## src/rtl/color_sequencer.sv

```systemverilog
// -----------------------------------------------------------------------------
// color_sequencer
//
// Produces per-channel 8-bit duty targets for the RGB PWM stage. Each press
// pulse from the debouncer advances the display mode (OFF, WHEEL, BREATHE,
// WHITE). A prescaled step tick animates a hue wheel or a breathing level.
//
// Parameters:
//   CLK_HZ   input clock frequency in Hz
//   STEP_HZ  animation step rate in Hz (CLK_HZ/STEP_HZ must be >= 2)
//
// Ports:
//   clk        in   1  system clock
//   reset_n    in   1  synchronous, active-low reset
//   f_edge     in   1  one-cycle press pulse; advances the mode
//   r_duty     out  8  red duty target (registered)
//   g_duty     out  8  green duty target (registered)
//   b_duty     out  8  blue duty target (registered)
//   mode       out  2  0 OFF, 1 WHEEL, 2 BREATHE, 3 WHITE (registered)
//   step_tick  out  1  one-cycle pulse per applied animation step (registered)
// -----------------------------------------------------------------------------
module color_sequencer #(
    parameter int unsigned CLK_HZ  = 50_000_000,
    parameter int unsigned STEP_HZ = 200
) (
    input  logic       clk,
    input  logic       reset_n,
    input  logic       f_edge,
    output logic [7:0] r_duty,
    output logic [7:0] g_duty,
    output logic [7:0] b_duty,
    output logic [1:0] mode,
    output logic       step_tick
);

    localparam int unsigned DIV = CLK_HZ / STEP_HZ;
    localparam int unsigned PW  = (DIV > 2) ? $clog2(DIV) : 1;

    generate
        if (DIV < 2) begin : g_div_check
            $error("color_sequencer: CLK_HZ/STEP_HZ must be at least 2");
        end
    endgenerate

    typedef enum logic [1:0] {
        MODE_OFF     = 2'd0,
        MODE_WHEEL   = 2'd1,
        MODE_BREATHE = 2'd2,
        MODE_WHITE   = 2'd3
    } mode_t;

    // State registers
    mode_t         r_state;
    logic [PW-1:0] r_pcnt;
    logic [7:0]    r_level;
    logic [2:0]    r_seg;
    logic          r_dir;
    logic [7:0]    r_red;
    logic [7:0]    r_green;
    logic [7:0]    r_blue;
    logic          r_tick;

    // Next-state values
    mode_t         w_state_nxt;
    logic [PW-1:0] w_pcnt_nxt;
    logic [7:0]    w_level_nxt;
    logic [2:0]    w_seg_nxt;
    logic          w_dir_nxt;
    logic [7:0]    w_red_nxt;
    logic [7:0]    w_green_nxt;
    logic [7:0]    w_blue_nxt;
    logic          w_tick_nxt;

    logic          w_tick;
    logic [7:0]    w_inv;

    assign w_tick = (r_pcnt == PW'(DIV - 1));

    // -------------------------------------------------------------------------
    // State register
    // -------------------------------------------------------------------------
    always_ff @(posedge clk) begin
        if (!reset_n) begin
            r_state <= MODE_OFF;
            r_pcnt  <= '0;
            r_level <= '0;
            r_seg   <= '0;
            r_dir   <= 1'b0;
            r_red   <= '0;
            r_green <= '0;
            r_blue  <= '0;
            r_tick  <= 1'b0;
        end else begin
            r_state <= w_state_nxt;
            r_pcnt  <= w_pcnt_nxt;
            r_level <= w_level_nxt;
            r_seg   <= w_seg_nxt;
            r_dir   <= w_dir_nxt;
            r_red   <= w_red_nxt;
            r_green <= w_green_nxt;
            r_blue  <= w_blue_nxt;
            r_tick  <= w_tick_nxt;
        end
    end

    // -------------------------------------------------------------------------
    // Next-state: mode, prescaler and animation state
    // -------------------------------------------------------------------------
    always_comb begin
        w_state_nxt = r_state;
        w_pcnt_nxt  = r_pcnt;
        w_level_nxt = r_level;
        w_seg_nxt   = r_seg;
        w_dir_nxt   = r_dir;
        w_tick_nxt  = 1'b0;

        if (f_edge) begin
            // A press restarts the animation and swallows any coincident tick.
            w_state_nxt = mode_t'(r_state + 2'd1);
            w_pcnt_nxt  = '0;
            w_level_nxt = '0;
            w_seg_nxt   = '0;
            w_dir_nxt   = 1'b0;
        end else begin
            w_pcnt_nxt = w_tick ? '0 : r_pcnt + PW'(1);
            w_tick_nxt = w_tick;
            if (w_tick) begin
                case (r_state)
                    MODE_WHEEL: begin
                        w_level_nxt = r_level + 8'd1;
                        if (r_level == 8'd255) begin
                            w_seg_nxt = (r_seg == 3'd5) ? 3'd0 : r_seg + 3'd1;
                        end
                    end
                    MODE_BREATHE: begin
                        // Direction flips on the step that lands on an
                        // endpoint, so 0 and 255 each appear for one step.
                        if (!r_dir) begin
                            w_level_nxt = r_level + 8'd1;
                            if (r_level == 8'd254) begin
                                w_dir_nxt = 1'b1;
                            end
                        end else begin
                            w_level_nxt = r_level - 8'd1;
                            if (r_level == 8'd1) begin
                                w_dir_nxt = 1'b0;
                            end
                        end
                    end
                    default: begin
                    end
                endcase
            end
        end
    end

    // -------------------------------------------------------------------------
    // Duty mapping from the next state, so duties register alongside it
    // -------------------------------------------------------------------------
    assign w_inv = ~w_level_nxt;

    always_comb begin
        w_red_nxt   = '0;
        w_green_nxt = '0;
        w_blue_nxt  = '0;
        case (w_state_nxt)
            MODE_WHEEL: begin
                case (w_seg_nxt)
                    3'd0: begin
                        w_red_nxt   = '1;
                        w_green_nxt = w_level_nxt;
                    end
                    3'd1: begin
                        w_red_nxt   = w_inv;
                        w_green_nxt = '1;
                    end
                    3'd2: begin
                        w_green_nxt = '1;
                        w_blue_nxt  = w_level_nxt;
                    end
                    3'd3: begin
                        w_green_nxt = w_inv;
                        w_blue_nxt  = '1;
                    end
                    3'd4: begin
                        w_red_nxt   = w_level_nxt;
                        w_blue_nxt  = '1;
                    end
                    3'd5: begin
                        w_red_nxt   = '1;
                        w_blue_nxt  = w_inv;
                    end
                    default: begin
                    end
                endcase
            end
            MODE_BREATHE: begin
                w_red_nxt   = w_level_nxt;
                w_green_nxt = w_level_nxt;
                w_blue_nxt  = w_level_nxt;
            end
            MODE_WHITE: begin
                w_red_nxt   = '1;
                w_green_nxt = '1;
                w_blue_nxt  = '1;
            end
            default: begin
            end
        endcase
    end

    assign r_duty    = r_red;
    assign g_duty    = r_green;
    assign b_duty    = r_blue;
    assign mode      = r_state;
    assign step_tick = r_tick;

endmodule

```

## config.mk

```make
export PLATFORM = sky130hd
export DESIGN_NAME = color_sequencer
export DESIGN_NICKNAME = d
export VERILOG_FILES = /design/src/rtl/color_sequencer.sv
export SDC_FILE = /design/constraint.sdc
export NUM_CORES = 1
export LEC_CHECK = 0
export BUFFER_PORTS_ARGS = -buffer_cell sky130_fd_sc_hd__buf_4
export CORE_ASPECT_RATIO = 0.75
export CORE_UTILIZATION = 48
export CTS_CLUSTER_SIZE = 8
export DETAILED_ROUTE_END_ITERATION = 7
export GPL_TIMING_DRIVEN = 0
export PLACE_DENSITY_LB_ADDON = 0.25
export SLEW_MARGIN = 30
export SYNTH_ARGS = -nofsm -noshare
export SYNTH_HDL_FRONTEND = slang
export SYNTH_SLANG_ARGS = --single-unit
```

## constraint.sdc

```tcl
create_clock -name clk -period 6.9 [get_ports clk]
set_clock_uncertainty 0.1 [all_clocks]
set_input_delay 0.345 -clock clk [delete_from_list [all_inputs] [get_ports clk]]
set_output_delay 0.345 -clock clk [all_outputs]
set_load 0.05 [all_outputs]
```

==> out/qor.txt <==
status: finished, final reports clean
1st-pass router iterations: 5
root cell of the clock tree: clkbuf_8
Final Hold Fails: 0
Startpoint Class: flop
asr flop ratio synth: 0%
clk slew on worst S/H paths: 0.07 ns
H-tree depth: 3
PortBufs: 27
synthesized area: 3850 um2
post-synthesis register bit count: 57
initial antenna violation count: 0
largest net degree at the start of global routing: 11
postcts setup bufs: 0
antenna-violating nets left: 0
first-pass GRT wire length: 21100 um
Via density: 6.59
Worst path most repeated cell: clkbuf_1
Sum Neg Setup Slack: 0 ns
Slew headroom: 41.7%
post-synth net total: 519
Data arrival, critical path: 3.98 ns
Seq/Total Area, Yosys: 29.6%
syn_area_per_cell: 7.57 um2
Total GRT Usage: 33.4%
CP max stage delay: 0.50 ns
Peak Freq: 0.261 GHz
met2 Use GR: 46.5%
cells after synthesis: 509
pwr dens: 204 nW/um2
Post-synth EDFFs: 0
gr ovfl total: 0
Layout area overhead: 15.4%
RSZ-0062 raised after global routing: false
cell at the slowest stage of the critical path: clkbuf_1
vias: 4301
drt total wl: 13400 um
critical path class: reg -> reg
Clock Latency Late Sink: 0.38 ns
Starting DRT DRC Count: 639
Slew Viols, Final: 0
most frequent cells in the layout: 61 x nand2_1, 57 x dfxtp_1, 56 x nor2_1
DR WL/cell: 20.5 um
worst hold path class: in -> reg
Tcrit/Tclk final: 55.6%
post-detail-place hpwl: 9620 um
final net count: 557
width of the die: 105 um
M1 GR Usage: 45.4%
post-synth cell types: 77
CTS tree: done
Initial Util: 50.9%
vias in the first global route: 3952
max cap viols: 0
commonest non-fill, non-tap cell in the layout: nand2_1
Final GP Congestion: 0.977
CTS Hold Buffers Added: 0
Tightest Pin Transition: 0.868 ns
CTS max path bufs: 2
critical-path maximum fanout: 10
height of the chip: 79.6 um
number of buffers created by CTS: 9
dominant synthesized flop cell: dfxtp_1
Final Core Density: 58.7%
Static Leak: 0.00168 uW
Antenna Cells: 0
yosys warns: 0
busiest grt layer: met2
Required @ worst endpoint: 7.04 ns
cells along the critical path: inv_1 > clkbuf_1 > ha_1 > and2_1 > clkbuf_1 > o32ai_1 > or2_2 > a21oi_1 > mux2i_1 > a311oi_1 > o22ai_1
VDD IR max: 0.175 mV
Die ar.: 8390 um2
Core Box Area: 7570 um2
met3 GRT Util: 11.4%
Tmin final: 3.84 ns
Rows: 27
DRC errors left: 0
clock sinks: 57
Ports: 30
crit end category: flop
cts repair resizes: 0
layout cells sized above 1: 13.6%
setup violators final: 0
-- metal layers --
layer	vias to the layer above	wire length [um]
met5	-	0
met4	0	429
met3	51	1910
met2	328	5320
met1	1963	5740
li1	1959	-
-- layout make-up --
cell class / count / area, um2
flip-flops and latches: 57 / 1140
multi-input cells: 412 / 2550
fillers: 704 / 3120
inverters: 13 / 48.8
clock buffers: 12 / 165
well taps: 101 / 126
clock inverters: 4 / 97.6
repair buffers: 27 / 203
plain buffers: 27 / 113
-- worst paths after layout --
path / from / end / slack (ns) / cells after the start
setup reg to reg: mode[0] / g_duty[6] / 3.06 / 11
hold reg to reg: r_pcnt[0] / r_pcnt[0] / 0.35 / 1
setup / recovery: mode[0] / g_duty[6] / 3.06 / 11
hold / removal: reset_n / r_level[2] / 0.22 / 2
-- synthesized netlist by cell type, types with 5 or more instances --
master	number	area, um2
nand3_1	24	120
o211ai_1	6	45.0
a31oi_1	5	31.3
nor3_1	14	70.1
or3_1	7	43.8
inv_1	11	41.3
or2_2	5	31.3
clkbuf_1	21	78.8
o21ai_0	33	165
nor2_1	56	210
a21oi_1	37	185
a211oi_1	6	45.0
ha_1	7	87.6
and3_1	12	75.1
o2111ai_1	6	52.6
o21a_1	7	52.6
mux2i_1	8	80.1
dfxtp_1	57	1140
xnor2_1	6	52.6
and2_1	9	56.3
xor2_1	9	78.8
nand2_1	61	229
nand4_1	13	81.3
-- logic make-up after synthesis --
group / after synthesis / synth area share (%)
compound gates: 151 / 26.9
xor+xnor: 15 / 3.41
fa+ha+maj: 7 / 2.27
buf+inv: 40 / 4.19
flops: 57 / 29.6
mux: 8 / 2.08
simple gates: 231 / 31.5
-- critical path, delay by kind of cell (launching register included) --
family	cells	cell delay [ns]
muxes	1	0.24
and+or+nand+nor	2	0.50
buffers and inverters	3	0.91
AOI/OAI and AO/OA	4	1.13
adders and majority gates	1	0.42
DFF	1	0.40
-- registers in the layout, summed over array words and instances, names as in the netlist --
register and flops:
b_duty 8, g_duty 8, mode 2, r_dir 1
r_duty 8, r_level 8, r_pcnt 18, r_seg 3
step_tick 1
-- metrics by stage --
stage	area [um2]	total power, uW	setup slack (ns)	std cells	hold WS [ns]
after floorplan	3850	450	3.81	509	0.318
after global placement	4180	488	3.27	637	0.331
after detailed placement	4180	488	3.27	637	0.343
after CTS	4450	904	3.27	653	0.219
after global routing	4450	926	2.98	653	0.242
final	4450	907	3.06	653	0.222
-- report_power, final --
part	switching, uW	internal (uW)
Sequential	6.30	342
Combinational	97.7	37.5
Clock	153	269
(Power assumes the default switching activity.)
